<file path="src/rtl/segway_seq.sv">
// Power/steering sequencer: soft-start ramp, steer gating and over-speed alarm.
// Optional over-speed alarm enabled by defining SEGWAY_SEQ_OVRSPD_EN.
module segway_seq #(
  parameter int unsigned RAMP_DIV  = 2,
  parameter int unsigned STEER_DLY = 16,
  parameter int unsigned FAST_LIM  = 8
) (
  input  logic       clk,
  input  logic       rst_n,
  input  logic       vld,
  input  logic       go,
  input  logic       sum_gt_min,
  input  logic       diff_gt_1_4,
  input  logic       diff_gt_15_16,
  input  logic       too_fast,
  output logic       pwr_up,
  output logic       en_steer,
  output logic [7:0] ss_tmr,
  output logic       ovr_spd,
  output logic [1:0] state
);

  typedef enum logic [1:0] {
    StIdle  = 2'd0,
    StRamp  = 2'd1,
    StBal   = 2'd2,
    StDecay = 2'd3
  } state_e;

  localparam logic [3:0] PreLast  = 4'(RAMP_DIV - 1);
  localparam logic [7:0] SteerLim = 8'(STEER_DLY);

  state_e     state_q, state_d;
  logic [3:0] pre_q, pre_d, pre_adv;
  logic [7:0] ss_q, ss_d;
  logic [7:0] scnt_q, scnt_d;
  logic       en_q, en_d;
  logic       pwr_q, pwr_d;
  logic       ovr_q, ovr_d;
  logic       step;

  assign step    = vld && (pre_q == PreLast);
  assign pre_adv = !vld ? pre_q : (step ? 4'd0 : pre_q + 4'd1);

  always_comb begin
    state_d = state_q;
    pre_d   = pre_q;
    ss_d    = ss_q;
    scnt_d  = scnt_q;
    en_d    = en_q;

    unique case (state_q)
      StIdle: begin
        ss_d   = 8'h00;
        en_d   = 1'b0;
        scnt_d = 8'h00;
        if (go) state_d = StRamp;
      end
      StRamp: begin
        en_d   = 1'b0;
        scnt_d = 8'h00;
        // Losing go beats a simultaneous ramp-complete step.
        if (!go) begin
          state_d = StDecay;
        end else if (ss_q == 8'hFF) begin
          state_d = StBal;
        end else begin
          pre_d = pre_adv;
          if (step) begin
            ss_d = ss_q + 8'd1;
            if (ss_q == 8'hFE) state_d = StBal;
          end
        end
      end
      StBal: begin
        ss_d = 8'hFF;
        if (!go) begin
          state_d = StDecay;
          en_d    = 1'b0;
          scnt_d  = 8'h00;
        end else if (vld) begin
          if (!sum_gt_min || diff_gt_15_16) begin
            en_d   = 1'b0;
            scnt_d = 8'h00;
          end else if (!diff_gt_1_4) begin
            if (scnt_q != SteerLim) scnt_d = scnt_q + 8'd1;
            if (scnt_q >= SteerLim - 8'd1) en_d = 1'b1;
          end else begin
            // Imbalance only restarts qualification; an enabled steer stays on.
            scnt_d = 8'h00;
          end
        end
      end
      StDecay: begin
        en_d   = 1'b0;
        scnt_d = 8'h00;
        if (go) begin
          state_d = StRamp;
        end else if (ss_q == 8'h00) begin
          state_d = StIdle;
        end else begin
          pre_d = pre_adv;
          if (step) begin
            ss_d = ss_q - 8'd1;
            if (ss_q == 8'h01) state_d = StIdle;
          end
        end
      end
      default: state_d = StIdle;
    endcase

    if (state_d != state_q) pre_d = 4'd0;
    if (ovr_d) en_d = 1'b0;
    pwr_d = (state_d != StIdle);
  end

`ifdef SEGWAY_SEQ_OVRSPD_EN
  localparam logic [7:0] FastLim = 8'(FAST_LIM);

  logic [7:0] fcnt_q, fcnt_d;

  always_comb begin
    fcnt_d = fcnt_q;
    ovr_d  = ovr_q;
    if (vld) begin
      if (!too_fast) begin
        fcnt_d = 8'h00;
      end else if (pwr_q) begin
        if (fcnt_q != FastLim) fcnt_d = fcnt_q + 8'd1;
        if (fcnt_q >= FastLim - 8'd1) ovr_d = 1'b1;
      end
    end
    // Alarm is sticky until the sequencer is back to idle.
    if (state_d == StIdle) begin
      fcnt_d = 8'h00;
      ovr_d  = 1'b0;
    end
  end

  always_ff @(posedge clk or negedge rst_n) begin
    if (!rst_n) fcnt_q <= 8'h00;
    else        fcnt_q <= fcnt_d;
  end
`else
  logic unused_too_fast;
  assign unused_too_fast = too_fast;
  assign ovr_d = 1'b0;
`endif

  always_ff @(posedge clk or negedge rst_n) begin
    if (!rst_n) begin
      state_q <= StIdle;
      pre_q   <= 4'd0;
      ss_q    <= 8'h00;
      scnt_q  <= 8'h00;
      en_q    <= 1'b0;
      pwr_q   <= 1'b0;
      ovr_q   <= 1'b0;
    end else begin
      state_q <= state_d;
      pre_q   <= pre_d;
      ss_q    <= ss_d;
      scnt_q  <= scnt_d;
      en_q    <= en_d;
      pwr_q   <= pwr_d;
      ovr_q   <= ovr_d;
    end
  end

  assign pwr_up   = pwr_q;
  assign en_steer = en_q;
  assign ss_tmr   = ss_q;
  assign ovr_spd  = ovr_q;
  assign state    = state_q;

endmodule

</file>
<file path="config.mk">
export PLATFORM = sky130hd
export DESIGN_NAME = segway_seq
export DESIGN_NICKNAME = d
export VERILOG_FILES = /design/src/rtl/segway_seq.sv
export SDC_FILE = /design/constraint.sdc
export NUM_CORES = 1
export LEC_CHECK = 0
export CELL_PAD_IN_SITES_DETAIL_PLACEMENT = 2
export CELL_PAD_IN_SITES_GLOBAL_PLACEMENT = 2
export CORE_MARGIN = 8
export CORE_UTILIZATION = 36
export DETAILED_ROUTE_END_ITERATION = 16
export GPL_TIMING_DRIVEN = 0
export HOLD_SLACK_MARGIN = 0.02
export MAX_ROUTING_LAYER = met4
export PLACE_DENSITY = 0.92
export SLEW_MARGIN = 40
export SYNTH_ARGS = -nofsm -noshare
export SYNTH_HDL_FRONTEND = slang
export SYNTH_SLANG_ARGS = --single-unit
</file>
<file path="constraint.sdc">
create_clock -name clk -period 5.9 [get_ports clk]
set_input_delay 0.59 -clock clk [delete_from_list [all_inputs] [get_ports clk]]
set_output_delay 0.59 -clock clk [all_outputs]
set_load 0.05 [all_outputs]
</file>
* After elaboration in Yosys (flattened, before gate mapping) *
Cells that the tools add are included.

word-level totals
  bits in registers = 24
  latch bits = 0
  RAM bits = 0
  ROM bits = 0
  input port bits = 8
  output and inout bits = 13
  logic and storage cells = 84
  memories = 0

operators by class
  add/sub/neg operators = 4
  multiply operators = 0
  divide/modulo/power cells = 0
  magnitude comparators = 1
  eq/ne operators = 23
  shift-type cells = 0
  multiplexer cells = 38
  bitwise gates (word level) = 0
  reductions and logical operators = 12

operators with widths
  operator               number
  $mux W8                11
  $pmux W8 S4            1
  $mux W4                7
  $mux W2                10
  $add A8 B1 Y8 const B  2
  $eq A8 B8 Y1 const B   2
  $pmux W8 S2            1
  $ne A3 B3 Y1 const B   5
  $ne A2 B2 Y1 const B   6
  $eq A8 B1 Y1 const B   1
  $ge A8 B4 Y1 const B   1
  $logic_not A8 Y1       1
  $ne A4 B4 Y1 const B   2
  $ne A8 B5 Y1 const B   1
  $pmux W2 S4            1
  $pmux W4 S2            1
  $sub A8 B1 Y8 const B  1
  $reduce_and A6 Y1      1
  $mux W1                5
  $ne A5 B5 Y1 const B   1
  $reduce_and A5 Y1      1
  $add A4 B1 Y4 const B  1
  $eq A2 B2 Y1 const B   2
  $eq A4 B1 Y1 const B   1
  other kinds (12)       12

* Logic depth before layout (Yosys ltp) *
  depth in word-level cells = 9
  depth in mapped cells = 10
  mapped depth without buffers = 7

* Worst setup path after synthesis *
No wires, ideal clock.

  path kind = register -> register
  from = register ss_q[3], in the netlist ss_tmr[3]
  to = register ss_q[3], in the netlist ss_tmr[3]
  arrival = 2539 ps
  data required time = 5778 ps
  path slack = 3239 ps
  cell stages (with the launch flop) = 9
  path buffers = 3
  period minus slack after synthesis = 2661 ps
  cell sequence = dfrtp_1 -> buf_6 -> or4_4 -> or4_4 -> buf_6 -> and3_4 -> buf_6 -> a21o_1 -> a32o_1

between the ends
  longest elaborated chain between the ends = 5
  elaborated cells between the ends (all ways) = 14

ends and longest elaborated chain
  element                                         RTL line  source
  from (decl)                                     35        logic [7:0] ss_q, ss_d;
  from (signal assigned)                          162       ss_q <= ss_d;
  $sub A8 B1 Y8 or $add A8 B1 Y8 (tied branches)  104, 70
  $mux W8 (on tied branches)                      103, 69
  $mux W8 (on tied branches)                      99, 65
  $mux W8 (on tied branches)                      97, 63
  $pmux W8 S4                                     52        unique case (state_q)

Parallel ways exist; a longest one is shown, timed or not. The select of a mux whose other input is x is not followed.
A chain may end at the register's enable or synchronous reset.

* Worst setup path in the final report *
  from = input vld
  to = register pre_q[0]

between the ends
  longest elaborated chain between the ends = 8
  elaborated cells between the ends (all ways) = 23

ends and longest elaborated chain
  element                                                       RTL line  source
  from (decl)                                                   10        input logic vld,
  $logic_and A1 B1 Y1                                           42        assign step = vld && (pre_q == PreLast);
  $mux W2 (on tied branches)                                    103, 69
  $mux W2 (on tied branches)                                    99, 65
  $mux W2 (on tied branches)                                    97, 63
  $pmux W2 S4                                                   52
  $ne A2 B2 Y1                                                  112       if (state_d != state_q) pre_d = 4'd0;
  $ne A3 B3 Y1 (no line) or $reduce_bool A3 Y1 (tied branches)  -
  $reduce_and A5 Y1 (no line)                                   -
  to (signal assigned)                                          161       pre_q <= pre_d;
  to (decl)                                                     34        logic [3:0] pre_q, pre_d, pre_adv;

Parallel ways exist; a longest one is shown, timed or not. The select of a mux whose other input is x is not followed.

==> out/qor.yml <==
cts_root_buf: "clkbuf_8"
netlist_top_cells_area: "dfrtp_1 33%, ha_1 6.2%, o21ai_0 3.6%, nand2_1 3.5%, nor2_1 3.5%"
antenna_found_initial: 0
ant_nets: 0
slew_viol_final: 0
grt_pass1_wl_mm: 10.4
die_w_um: 86.9
start_kind: "primary input"
worst_setup_path_end_kind: "flop"
postCtsSetupRepairBufs: 0
ys_seq_area_share_pct: 33.2
syn_avg_cell_area_sq_um: 8.38
layout-drive-gt1-share_pct: 7.17
gp_congestion: 0.819
drtIter0Drc: 34
finalClockSkew_ps: 4.33
clkPwrFrac_pct: 11.6
syn_area_sq_um: 1810
dpl.hpwl_mm: 4.34
cts_hold_buf: 0
finalPower_mw: 1.03
yosys.area.top_type_share_pct: 33.2
port_buffers: 17
cts.path.max_buffers: 2
max_slew_margin_pct: 47.5
swShare_pct: 52.8
critPathRequiredTime_ps: 6030
hold_viol: 0
worst_skew_pair.late_latency_ps: 280
cts.sink_count: 24
fin_crit_sh_pct: 52.3
synth.distinct_cells: 54
vias: 1754
core_area_sq_um: 4980
grt_start_max_net_pins: 25
ioPinCount: 21
synth_fp_nets: 233
outcome: "finished, final reports clean"
nets: 255
grt_pass1_vias: 1933
initial_core_util_pct: 36.3
drt_pass1_iterations: 4
grt.total_usage_pct: 17.9
tns_ps: 0
yosysWarnings: 0
pwr-share-seq_pct: 25.2
synth_enable_flop_cells: 0
ys_async_sr_fraction_pct: 100
p_per_area_nw_per_um2: 487
syn_inst: 216
synth.most_common_cell: "dfrtp_1"
critPathArrivalTime_ps: 3220
rsz0062_at_grt: "no"
min_path_type: "primary input to asynchronous set/reset pin"
cts_tree: "yes"
switchingPower_uw: 544
diodes: 0
fill_cells: 591
fmax_mhz: 324
synth_seq_cells: 24
worstPathMaxFanout: 10
tightest_slew_ps: 777
finalCriticalPeriod_ps: 3090
dieArea_sq_um: 7550
drc: 0
chipHeight_um: 86.9
ctsResizeCount: 0
clk_pin_slew_ps: 100
crit_type: "primary input to flop"
synth.top_cells.by_count: "24 x dfrtp_1, 17 x nand2_1, 17 x nor2_1, 14 x clkbuf_1, 13 x o21ai_0"
synth-main-ff-cell: "dfrtp_1"
wl_per_cell_um: 19.9
comb_power_share_pct: 63.3
cap_violations: 0
num_rows: 26
routed_wl_mm: 6.11
synth_top_cell_by_area: "dfrtp_1"
syn_to_final_growth_pct: 17.0
power.internal_uw: 487
peakVddDrop_mv: 0.248
avgViaCountPerCell: 5.71
setup_viol: 0
p_leak_nw: 0.850
overflow: 0
numCtsBuffers: 3
htree_levels: 1
## registers in the layout, summed over array words and instances, names as in the netlist
| name | flops |
|---|---|
| en_steer | 1 |
| pre_q | 4 |
| pwr_up | 1 |
| scnt_q | 8 |
| ss_tmr | 8 |
| state | 2 |
## path summary, 6_finish.rpt
check	startpoint	to	slack, ps	cells after the start
min in group clk	scnt_q[1]	scnt_q[1]	550	1
max in group asynchronous	rst_n	pre_q[2]	5190	1
worst max-delay path	vld	pre_q[0]	2810	6
worst max register to register	pre_q[1]	pre_q[0]	3120	7
worst min-delay path	rst_n	scnt_q[5]	310	1
worst min register to register	scnt_q[1]	scnt_q[1]	550	1
## power groups by stage
stage               clock (mW)  sequential [mW]  combinational, mW
floorplan                    0            0.367              0.333
global placement             0            0.259              0.626
detailed placement           0            0.262              0.646
CTS                      0.121            0.259              0.655
global route             0.125            0.268              0.704
finish                   0.119            0.259              0.652
## routing by layer
layer	up-vias	share of wire (%)	GRT usage [%]	routed length [um]
met2	19	51	31.9	3140
met4	0	1.4	4.85	88
met1	889	45	20.6	2770
li1	835	-	-	-
met5	-	0	-	0
met3	11	1.9	1.98	118
## stage by stage
step                      worst slack, ps  cells  util (%)  hold WS, ps  cell area (sq um)
final                                2810    307      42.5          313               2120
after global routing                 2600    307      42.5          362               2120
after CTS                            2810    307      42.5          330               2120
after detailed placement             2550    303      41.4          541               2060
after global placement               2700    303      41.5          518               2070
after floorplan                      3240    216         -          294               1810
## layout by cell type, fill, tap and decap left out, types with 2 or more instances in the layout
cell             count
ha_1                 9
clkbuf_8             4
and3_1              10
clkbuf_1            14
nand3b_1             2
o211ai_1             4
clkdlybuf4s50_1     16
nand4_1              5
nand2b_1             2
a22oi_1              2
o21ai_1              2
o31ai_1              4
inv_1                7
a311oi_1             2
nand3_1              7
nor4_1               2
nor4bb_1             2
buf_6                4
nand2_1             17
o21a_1               2
a21o_1               2
o21ai_0             13
or3_1                2
a31o_2               2
a31oi_1              3
a21oi_1             12
dfrtp_1             24
xor2_1               5
or4_1                2
a32o_1               2
nor2_1              17
or4_4                2
a211oi_1             3
nor3_1               7
nor2b_1              2
## final cells by class
| cell class | instances | area, sq um | area share, % |
|---|---|---|---|
| repair buffers | 17 | 165 | 7.80 |
| plain buffers | 19 | 105 | 4.96 |
| multi-input cells | 165 | 1070 | 50.7 |
| flip-flops and latches | 24 | 601 | 28.4 |
| well taps | 70 | 87.6 | 4.14 |
| inverters | 8 | 30.0 | 1.42 |
| clock buffers | 4 | 55.1 | 2.60 |
## critical path, cell delays in order
cell	delay, ps
clkdlybuf4s50_1	540
nor4bb_1	710
and2_1	290
nand3_2	240
a311oi_1	700
nor3_1	140
## logic make-up after synthesis
family	after synthesis	synth area share, %
AND/OR/NAND/NOR	85	25.8
AO/OA/AOI/OAI	62	23.0
buffers and inverters	27	7.47
flip-flops	24	33.2
adder cells (fa/ha/maj)	9	6.22
XOR/XNOR	6	2.90
multiplexers	2	1.18
other	1	0.207
No activity file was read; power rests on OpenSTA's default activity.
